`config.mk`:
```
export PLATFORM = sky130hd
export DESIGN_NAME = linebuffer_3x3_ctrl_flat
export DESIGN_NICKNAME = d
export VERILOG_FILES = /design/src/rtl/lb_pkg.sv /design/src/rtl/linebuffer_3x3_ctrl_if.sv /design/src/rtl/lb_rc_counter.sv /design/src/rtl/linebuffer_3x3_ctrl.sv /design/src/flat_wrapper.sv
export SDC_FILE = /design/constraint.sdc
export NUM_CORES = 1
export LEC_CHECK = 0
export ABC_AREA = 1
export ABC_CLOCK_PERIOD_IN_PS = 2230
export BUFFER_PORTS_ARGS = -buffer_cell sky130_fd_sc_hd__buf_4
export CAP_MARGIN = 20
export CORE_MARGIN = 8
export CORE_UTILIZATION = 25
export CTS_BUF_LIST = sky130_fd_sc_hd__clkbuf_16
export DETAILED_ROUTE_END_ITERATION = 7
export GPL_TIMING_DRIVEN = 0
export SLEW_MARGIN = 20
export SYNTH_ARGS = -nofsm -noshare
export SYNTH_HDL_FRONTEND = slang
export SYNTH_SLANG_ARGS = --single-unit
```
`constraint.sdc`:
```
create_clock -name clk -period 2.23 [get_ports clk]
set_clock_uncertainty 0.2 [all_clocks]
set_input_delay 0.1115 -clock clk [delete_from_list [all_inputs] [get_ports clk]]
set_output_delay 0.1115 -clock clk [all_outputs]
set_load 0.01 [all_outputs]
```
`src/rtl/lb_pkg.sv`:
```
// Shared types and helpers for the 3x3 line buffer sequencer.
package lb_pkg;

  typedef enum logic [1:0] {
    IDLE  = 2'd0,
    RUN   = 2'd1,
    DRAIN = 2'd2,
    DONE  = 2'd3
  } lb_ctrl_state_e;

  localparam int LB_WIN_K = 3;

  // Row width in pixels for a given width code (4..512).
  function automatic logic [31:0] lb_width(input logic [2:0] sel);
    return 32'd4 << sel;
  endfunction

endpackage

```
`src/rtl/linebuffer_3x3_ctrl_if.sv`:
```
// Pixel input stream and window output handshake of the line buffer sequencer.
// Both channels: a transfer happens on a rising edge where valid && ready; valid
// and payload hold until then, and ready may depend combinationally on valid.
interface linebuffer_3x3_ctrl_if #(
  parameter int DATA_W = 8,
  parameter int CNT_W  = 9
) ();
  logic              in_valid;
  logic [DATA_W-1:0] in_data;
  logic              in_ready;
  logic              win_valid;
  logic              win_ready;
  logic [CNT_W-1:0]  win_row;
  logic [CNT_W-1:0]  win_col;

  modport master (
    output in_valid, in_data, win_ready,
    input  in_ready, win_valid, win_row, win_col
  );

  modport slave (
    input  in_valid, in_data, win_ready,
    output in_ready, win_valid, win_row, win_col
  );
endinterface

```
`src/rtl/lb_rc_counter.sv`:
```
// Raster position counter: column wraps at the row width, flags the last pixel
// of the frame and whether the current pixel completes an in-image window.
module lb_rc_counter
  import lb_pkg::*;
#(
  parameter int CNT_W = 9
) (
  input  logic             clk,
  input  logic             rst_n,
  input  logic             clear,
  input  logic             inc,
  input  logic [2:0]       sel,
  input  logic [CNT_W-1:0] height,
  input  logic             stride2,
  output logic [CNT_W-1:0] row,
  output logic [CNT_W-1:0] col,
  output logic             last,
  output logic             in_win
);
  localparam logic [31:0] K_M1 = 32'(LB_WIN_K - 1);

  logic col_end;

  assign col_end = (32'(col) == lb_width(sel) - 32'd1);
  assign last    = col_end && (32'(row) == 32'(height) - 32'd1);
  // Stride 2 keeps only windows whose top-left (r-2, c-2) is even in both axes.
  assign in_win  = (32'(row) >= K_M1) && (32'(col) >= K_M1) &&
                   (!stride2 || (!row[0] && !col[0]));

  always_ff @(posedge clk or negedge rst_n) begin
    if (!rst_n) begin
      row <= '0;
      col <= '0;
    end else if (clear) begin
      row <= '0;
      col <= '0;
    end else if (inc) begin
      if (col_end) begin
        col <= '0;
        row <= row + 1'b1;
      end else begin
        col <= col + 1'b1;
      end
    end
  end
endmodule

```
`src/rtl/linebuffer_3x3_ctrl.sv`:
```
// Sequencer for the 3x3 line buffer: accepts raster pixels, drives the buffer and
// flags complete windows. Optional stride-2 window selection: LB_CTRL_STRIDE2_EN.
module linebuffer_3x3_ctrl
  import lb_pkg::*;
#(
  parameter int DATA_W = 8,
  parameter int CNT_W  = 9
) (
  input  logic                  clk,
  input  logic                  rst_n,
  input  logic                  start,
  input  logic [2:0]            cfg_sel,
  input  logic [CNT_W-1:0]      cfg_height,
`ifdef LB_CTRL_STRIDE2_EN
  input  logic                  cfg_stride2,
`endif
  linebuffer_3x3_ctrl_if.slave  bus,
  output logic [2:0]            lb_sel,
  output logic                  lb_en,
  output logic [DATA_W-1:0]     lb_data,
  output logic                  busy,
  output logic                  done,
  output lb_ctrl_state_e        state_dbg
);
  lb_ctrl_state_e   state_q, state_d;
  logic [CNT_W-1:0] height_q;
  logic             stride_q;
  logic             win_valid_q;
  logic [CNT_W-1:0] win_row_q, win_col_q;
  logic             win_free, accept, launch;
  logic [CNT_W-1:0] row, col;
  logic             last, in_win;

  assign launch   = (state_q == IDLE) && start;
  // The buffer must not shift while an unconsumed window is on its output.
  assign win_free = !win_valid_q || bus.win_ready;
  assign bus.in_ready = (state_q == RUN) && win_free;
  assign accept   = bus.in_valid && bus.in_ready;

  assign lb_en         = accept;
  assign lb_data       = bus.in_data;
  assign busy          = (state_q == RUN) || (state_q == DRAIN);
  assign done          = (state_q == DONE);
  assign state_dbg     = state_q;
  assign bus.win_valid = win_valid_q;
  assign bus.win_row   = win_row_q;
  assign bus.win_col   = win_col_q;

  lb_rc_counter #(.CNT_W(CNT_W)) u_rc (
    .clk     (clk),
    .rst_n   (rst_n),
    .clear   (launch),
    .inc     (accept),
    .sel     (lb_sel),
    .height  (height_q),
    .stride2 (stride_q),
    .row     (row),
    .col     (col),
    .last    (last),
    .in_win  (in_win)
  );

  always_comb begin
    state_d = state_q;
    case (state_q)
      IDLE:    if (start) state_d = RUN;
      RUN:     if (accept && last) state_d = DRAIN;
      DRAIN:   if (win_free) state_d = DONE;
      DONE:    state_d = IDLE;
      default: state_d = IDLE;
    endcase
  end

  always_ff @(posedge clk or negedge rst_n) begin
    if (!rst_n) begin
      state_q  <= IDLE;
      lb_sel   <= '0;
      height_q <= '0;
    end else begin
      state_q <= state_d;
      if (launch) begin
        lb_sel   <= cfg_sel;
        height_q <= cfg_height;
      end
    end
  end

`ifdef LB_CTRL_STRIDE2_EN
  always_ff @(posedge clk or negedge rst_n) begin
    if (!rst_n)      stride_q <= 1'b0;
    else if (launch) stride_q <= cfg_stride2;
  end
`else
  assign stride_q = 1'b0;
`endif

  // A window appears one edge after its bottom-right pixel, in step with ifmap_3x3.
  always_ff @(posedge clk or negedge rst_n) begin
    if (!rst_n) begin
      win_valid_q <= 1'b0;
      win_row_q   <= '0;
      win_col_q   <= '0;
    end else if (accept) begin
      win_valid_q <= in_win;
      if (in_win) begin
        win_row_q <= row - CNT_W'(LB_WIN_K - 1);
        win_col_q <= col - CNT_W'(LB_WIN_K - 1);
      end
    end else if (bus.win_ready) begin
      win_valid_q <= 1'b0;
    end
  end
endmodule

```
`src/flat_wrapper.sv`:
```
// flat-port wrapper written by rule: the top's interface ports become plain ports
module linebuffer_3x3_ctrl_flat import lb_pkg::*;
#(
  parameter int DATA_W = 8,
  parameter int CNT_W  = 9
)
  (clk, rst_n, start, cfg_sel, cfg_height, lb_sel, lb_en, lb_data, busy, done, state_dbg, bus_in_valid, bus_in_data, bus_win_ready, bus_in_ready, bus_win_valid, bus_win_row, bus_win_col);
  linebuffer_3x3_ctrl_if #(.DATA_W(DATA_W), .CNT_W(CNT_W)) bus_i ();
  input  logic clk;
  input  logic rst_n;
  input  logic start;
  input  logic [2:0] cfg_sel;
  input  logic [CNT_W-1:0] cfg_height;
  output logic [2:0] lb_sel;
  output logic lb_en;
  output logic [DATA_W-1:0] lb_data;
  output logic busy;
  output logic done;
  output lb_ctrl_state_e state_dbg;
  input wire logic [$bits(bus_i.in_valid)-1:0] bus_in_valid;
  input wire logic [$bits(bus_i.in_data)-1:0] bus_in_data;
  input wire logic [$bits(bus_i.win_ready)-1:0] bus_win_ready;
  output wire logic [$bits(bus_i.in_ready)-1:0] bus_in_ready;
  output wire logic [$bits(bus_i.win_valid)-1:0] bus_win_valid;
  output wire logic [$bits(bus_i.win_row)-1:0] bus_win_row;
  output wire logic [$bits(bus_i.win_col)-1:0] bus_win_col;
  assign bus_i.in_valid = bus_in_valid;
  assign bus_i.in_data = bus_in_data;
  assign bus_i.win_ready = bus_win_ready;
  assign bus_in_ready = bus_i.in_ready;
  assign bus_win_valid = bus_i.win_valid;
  assign bus_win_row = bus_i.win_row;
  assign bus_win_col = bus_i.win_col;
  linebuffer_3x3_ctrl #(.DATA_W(DATA_W), .CNT_W(CNT_W)) u_core (.clk(clk), .rst_n(rst_n), .start(start), .cfg_sel(cfg_sel), .cfg_height(cfg_height), .bus(bus_i), .lb_sel(lb_sel), .lb_en(lb_en), .lb_data(lb_data), .busy(busy), .done(done), .state_dbg(state_dbg));
endmodule
```
=== After elaboration in Yosys (flattened, before gate mapping) ===
Cells that the tools add are included.
W data, S select, Z words.

* Logic and storage cells: 53
* Output and inout port bits: 36
* Register bits: 51

* Mux-type cells: 12
* Reduce and logical (&&, ||, !) cells: 16
* Order comparisons: 2
* Shift-type cells: 1
* $add $sub $neg: 6
* Equal/unequal tests: 8

{| class="wikitable"
|+ Operators with widths
! operator !! count
|-
| $eq A9 B32 Y1 || 2
|-
| $mux W9 || 6
|-
| $shl A3 B3 Y32 const A || 1
|-
| $sub A32 B1 Y32 const B || 1
|-
| $add A9 B1 Y9 const B || 2
|-
| $ge A9 B2 Y1 const B || 2
|-
| $sub A9 B2 Y9 const B || 2
|-
| $sub A9 B1 Y10 const B || 1
|-
| $pmux W2 S4 || 1
|-
| $logic_and A1 B1 Y1 || 6
|-
| $mux W2 || 3
|-
| $reduce_bool A2 Y1 || 3
|-
| $eq A2 B2 Y1 const B || 2
|-
| $ne A2 B2 Y1 const B || 2
|-
| $reduce_and A2 Y1 || 2
|-
| $reduce_and A3 Y1 || 1
|-
| $eq A2 B1 Y1 const B || 1
|-
| $logic_not A2 Y1 || 1
|-
| $logic_or A1 B1 Y1 || 2
|-
| $mux W1 || 2
|-
| $ne A2 B1 Y1 const B || 1
|-
| $logic_not A1 Y1 || 1
|}

=== Depth between registers and ports, before layout ===
* Depth after elaboration: 7
* Depth in mapped cells: 16
* Mapped depth without buffers: 15

=== Modules after synthesis ===
A second synthesis with hierarchy kept.

* Cells, all modules: 487
* Area, all modules: 3,482.1 µm²

{| class="wikitable"
|+ Modules (own cells, without submodules)
! module !! instances !! sequential area each (µm²) !! area each (µm²) !! cells each
|-
| linebuffer_3x3_ctrl || 1 || 825.8 || 1,741.7 || 216
|-
| lb_rc_counter || 1 || 450.4 || 1,740.4 || 271
|}

=== Worst setup path before layout ===
OpenSTA, ideal clock, no wires.

* Kind: flip-flop to flip-flop
* From: reg u_core.lb_sel[2]
* To: reg u_core.u_rc.row[8]
* Data arrival time: 2.019 ns
* Library setup time: 0.118 ns
* Path slack: -0.107 ns
* Cell stages (with the launch flop): 16
* Period minus slack after synthesis: 2.337 ns
* Path through: dfrtp_1 > nor2_1 > nand2_2 > ha_1 > buf_2 > xor2_1 > nand2_1 > nand2_1 > nand2_1 > nor2_1 > nand3_2 > nand2_4 > nand2_4 > buf_6 > nand2_2 > o21ai_2

* Longest elaborated chain between the ends: 5

{| class="wikitable"
|+ RTL lines
! what !! line !! RTL
|-
| from (decl) || linebuffer_3x3_ctrl.sv:18 || <nowiki>output logic [2:0] lb_sel,</nowiki>
|-
| from (signal assigned) || linebuffer_3x3_ctrl.sv:82 || <nowiki>lb_sel <= cfg_sel;</nowiki>
|-
| $shl A3 B3 Y32 || lb_pkg.sv:15 || <nowiki>return 32'd4 << sel;</nowiki>
|-
| $sub A32 B1 Y32 || lb_rc_counter.sv:24 || <nowiki>assign col_end = (32'(col) == lb_width(sel) - 32'd1);</nowiki>
|-
| $eq A9 B32 Y1 || lb_rc_counter.sv:24 ||
|-
| $reduce_bool A2 Y1 (no source line) || -- ||
|-
| $reduce_and A2 Y1 (no source line) || -- ||
|-
| to (signal assigned) || lb_rc_counter.sv:40 || <nowiki>row <= row + 1'b1;</nowiki>
|-
| to (decl) || lb_rc_counter.sv:15 || <nowiki>output logic [CNT_W-1:0] row,</nowiki>
|}

No other way between the ends.
A chain may end at the register's enable or synchronous reset.

=== Worst setup path after layout ===
* From: reg u_core.u_rc.row[1]
* To: reg u_core.win_row_q[5], in the netlist u_core.bus.win_row[5]

* Longest elaborated chain between the ends: 3
* Elaborated cells between the ends (all ways): 4

{| class="wikitable"
|+ RTL lines
! what !! line !! RTL
|-
| $ge A9 B2 Y1 || lb_rc_counter.sv:27 || <nowiki>assign in_win = (32'(row) >= K_M1) && (32'(col) >= K_M1) &&</nowiki>
|-
| $logic_and A1 B1 Y1 || lb_rc_counter.sv:27 ||
|-
| $reduce_and A2 Y1 (no source line) || -- ||
|-
| to (signal assigned) || linebuffer_3x3_ctrl.sv:106 || <nowiki>win_row_q <= row - CNT_W'(LB_WIN_K - 1);</nowiki>
|-
| to (decl) || linebuffer_3x3_ctrl.sv:29 || <nowiki>logic [CNT_W-1:0] win_row_q, win_col_q;</nowiki>
|}

Parallel ways exist; a longest one is shown, timed or not.

==> impl_metrics.py <==
metrics = {
    "timing": {
        "fin_tns_setup_ns": -2.00,
        "fin_ws_ns": -0.105,
        "rsz0062_at_grt": "yes",
        "holdWs_ns": 0.0661,
        "max_freq_mhz": 428,
        "setup_viol": 39,
        "slew_headroom_pct": 55.7,
        "finalCriticalPeriod_ns": 2.33,
        "fin_crit_sh_pct": 105,
        "maxSlewViolCount": 0,
        "tightest_slew_ns": 0.665,
        "final_hold_viol_count": 0,
    },
    "clock_network": {
        "root_buffer": "clkbuf_16",
        "path_clk_slew_ns": 0.07,
        "htree_levels": 2,
        "cts_buffer_depth": 2,
        "clkSinkCount": 51,
        "cts_buffers": 5,
        "clock_latency_ns": 0.29,
        "cts_tree": "yes",
    },
    "cells_and_area": {
        "n_antenna_cell": 0,
        "final_cells": 717,
        "finish.utilization_pct": 35.4,
        "fin_nets": 581,
        "stdcell_area_um2": 4650,
        "layout-drive-gt1-share_pct": 32.2,
        "synthToLayoutAreaGrowth_pct": 39.8,
    },
    "place": {
        "placed_area_um2": 3950,
        "place_congestion": 0.827,
        "place_hpwl_mm": 6.82,
        "placed_cells": 670,
        "dpl_worst_slack_ns": -0.242,
        "io_buffers": 52,
    },
    "routing": {
        "ant_nets": 0,
        "drcViolationCount": 0,
        "wirelength_mm": 9.38,
        "wl_per_cell_um": 13.1,
        "drtIter0Drc": 175,
        "drtPass1Iterations": 4,
        "routed_via_density": 4.47,
        "vias": 3204,
    },
    "die": {
        "dieArea_um2": 17300,
        "rows": 42,
        "io_pins": 61,
        "die_w_um": 131,
        "die_h_um": 131,
        "core_um2": 13100,
        "start_util_pct": 25.3,
    },
    "power_and_ir_drop": {
        "pwr_density_cell_nw_per_um2": 1130,
        "leakage_nw": 2.29,
        "p_total_mw": 5.24,
        "ir_worst_vdd_mv": 0.403,
    },
    "min_path": {
        "min_path_type": "input port to register",
        "min-delay-start": "start",
        "min_to": "u_core.state_dbg[0]$_DFFE_PN0P_",
        "min_path_cells": 5,
    },
    "setup_path": {
        "cp_top_family": "simple AND/OR/NAND/NOR gates",
        "worstReg2RegStart": "u_core.u_rc.row[1]$_DFFE_PN0P_",
        "reg2reg_depth": 13,
        "critPathArrivalTime_ns": 2.31,
        "crit_path_max_fanout": 8,
        "crit_buf_inv": 3,
        "critPathSlowestCell": "dfrtp_2",
        "path_class": "register to register",
        "startpoint_type": "register",
        "worst_setup_path_end_kind": "register",
        "cp.required_ns": 2.20,
        "crit_chain": "inv_2 -> ha_4 -> inv_2 -> nor2_4 -> nand2_2 -> nor2_4 -> nand2_2 -> a211oi_2 -> nor2_1 -> nand2_2 -> inv_2 -> o21ai_0 -> nand2_1",
        "r2r-end": "u_core.bus.win_row[5]$_DFFE_PN0P_",
        "max_stage_delay_ns": 0.47,
        "r2r_setup_slack_ns": -0.10,
    },
    "logic_synthesis": {
        "syn_area_um2": 3330,
        "async_flop_share_pct": 100,
        "synth-warning-count": 0,
        "synth_ff_type": "dfrtp_1",
        "synth_edf_count": 0,
        "synth_area_per_cell_um2": 7.53,
        "synth_fp_nets": 483,
        "ys_seq_area_share_pct": 38.3,
        "synth_cells": 442,
        "ys_types": 30,
        "ys_seq_elements": 51,
    },
    "global_route": {
        "grt_pass1_vias": 3269,
        "grt_first_pass_wirelength_mm": 15.3,
        "grt_max_degree": 52,
        "antenna_found_initial": 0,
        "grt_overflow": 0,
        "track_usage_pct": 10.4,
    },
    "outcome": {
        "status": "finished with violations",
        "violations": "negative setup slack",
    },
    "job": {
        "maxCapViolations": 0,
    },
}
synthesized netlist by cell type, drive strengths merged, types with 4 or more instances:
cell type / count / area share [%]
a21oi: 15 / 2.3
buf: 21 / 4.2
clkbuf: 4 / 0.45
dfrtp: 51 / 38
ha: 16 / 6.0
inv: 44 / 5.0
nand2: 122 / 15
nand3: 31 / 4.8
nand4: 6 / 1.1
nor2: 53 / 6.1
nor3: 4 / 0.60
o21ai: 34 / 5.9
xnor2: 8 / 2.1
xor2: 19 / 5.0
how the worst max path moves through the flow:
stage,slack (ns),depth (start not counted),end,startpoint
3_3_place_gp,-0.23,16,u_core.u_rc.row[7]$_DFFE_PN0P_,u_core.lb_sel[2]$_DFFE_PN0P_
3_5_place_dp,-0.24,15,u_core.u_rc.row[7]$_DFFE_PN0P_,u_core.lb_sel[1]$_DFFE_PN0P_
5_1_grt,-0.25,16,u_core.state_dbg[1]$_DFFE_PN0P_,u_core.lb_sel[2]$_DFFE_PN0P_
2_1_floorplan,0.006,16,u_core.u_rc.row[8]$_DFFE_PN0P_,u_core.lb_sel[2]$_DFFE_PN0P_
4_1_cts,-0.08,15,u_core.u_rc.col[2]$_DFFE_PN0P_,u_core.lb_sel[2]$_DFFE_PN0P_
6_report,-0.10,13,u_core.bus.win_row[5]$_DFFE_PN0P_,u_core.u_rc.row[1]$_DFFE_PN0P_
kinds of logic (layout without fill, tap and decap cells):
logic type      Yosys count  count (layout)  share of synthesized area, %
compound gates           56              56                          9.70
xor+xnor                 27              27                          7.11
fa+ha+maj                16              16                          6.01
buf+inv                  69             168                          9.62
flops                    51              51                          38.3
mux                       3               3                          1.01
simple gates            220             220                          28.2
repair_timing:
item | in CTS | in global routing
endpoints found under the setup margin | 35 | 42
gates resized for setup | 34 | 47
hold endpoints to repair | 64 | 0
hold buffers | 14 | 0
pin swaps | 12 | 14
buffers inserted | 13 | 10
gates cloned | 1 | 3
worst register-to-register path, stage by stage (launching register included):
cell and delay (ns):
dfrtp_2 0.47, inv_2 0.12, ha_4 0.15, inv_2 0.05, nor2_4 0.13, nand2_2 0.08, nor2_4 0.13, nand2_2 0.07
a211oi_2 0.25, nor2_1 0.10, nand2_2 0.21, inv_2 0.10, o21ai_0 0.10, nand2_1 0.07
area by class of cell:
class,count,area [um^2]
Clock inverter,3,20.0
Tap cell,176,220
Multi-Input combinational cell,322,1890
Inverter,44,165
Sequential cell,51,1280
Fill cell,1348,8480
Clock buffer,5,125
Buffer,23,165
Timing Repair Buffer,93,783
per-layer routing:
layer / part of all wire, % / GRT usage (%) / routed length [um]
met3: 4.1 / 2.36 / 389
met2: 50 / 18.5 / 4710
met5: 0 / 0 / 0
met1: 44 / 12.5 / 4160
met4: 1.3 / 2.43 / 119
registers in the layout, summed over array words and instances (netlist names):
name and count:
u_core.bus.win_col 9, u_core.bus.win_row 9, u_core.height_q 9, u_core.u_rc.col 9
u_core.u_rc.row 9, u_core.lb_sel 3, u_core.state_dbg 2, u_core.bus.win_valid 1
cells in the final DEF, fill, tap and decap left out, types with 8 or more instances in the layout:
| master | n |
|---|---|
| buf_6 | 12 |
| o21ai_0 | 11 |
| o21ai_2 | 9 |
| a21oi_1 | 14 |
| o21ai_1 | 14 |
| dfrtp_1 | 46 |
| inv_2 | 8 |
| dlygate4sd3_1 | 14 |
| buf_4 | 78 |
| ha_1 | 13 |
| nand2_2 | 19 |
| nand3_1 | 27 |
| nand2_1 | 100 |
| xnor2_1 | 8 |
| xor2_1 | 19 |
| inv_1 | 36 |
| nor2_1 | 45 |
where the power goes:
part	internal, mW	switching [mW]
sequential	1.25	0.324
clock	0.414	0.349
combinational	1.34	1.56
total	3.01	2.23
(Power assumes the default switching activity.)
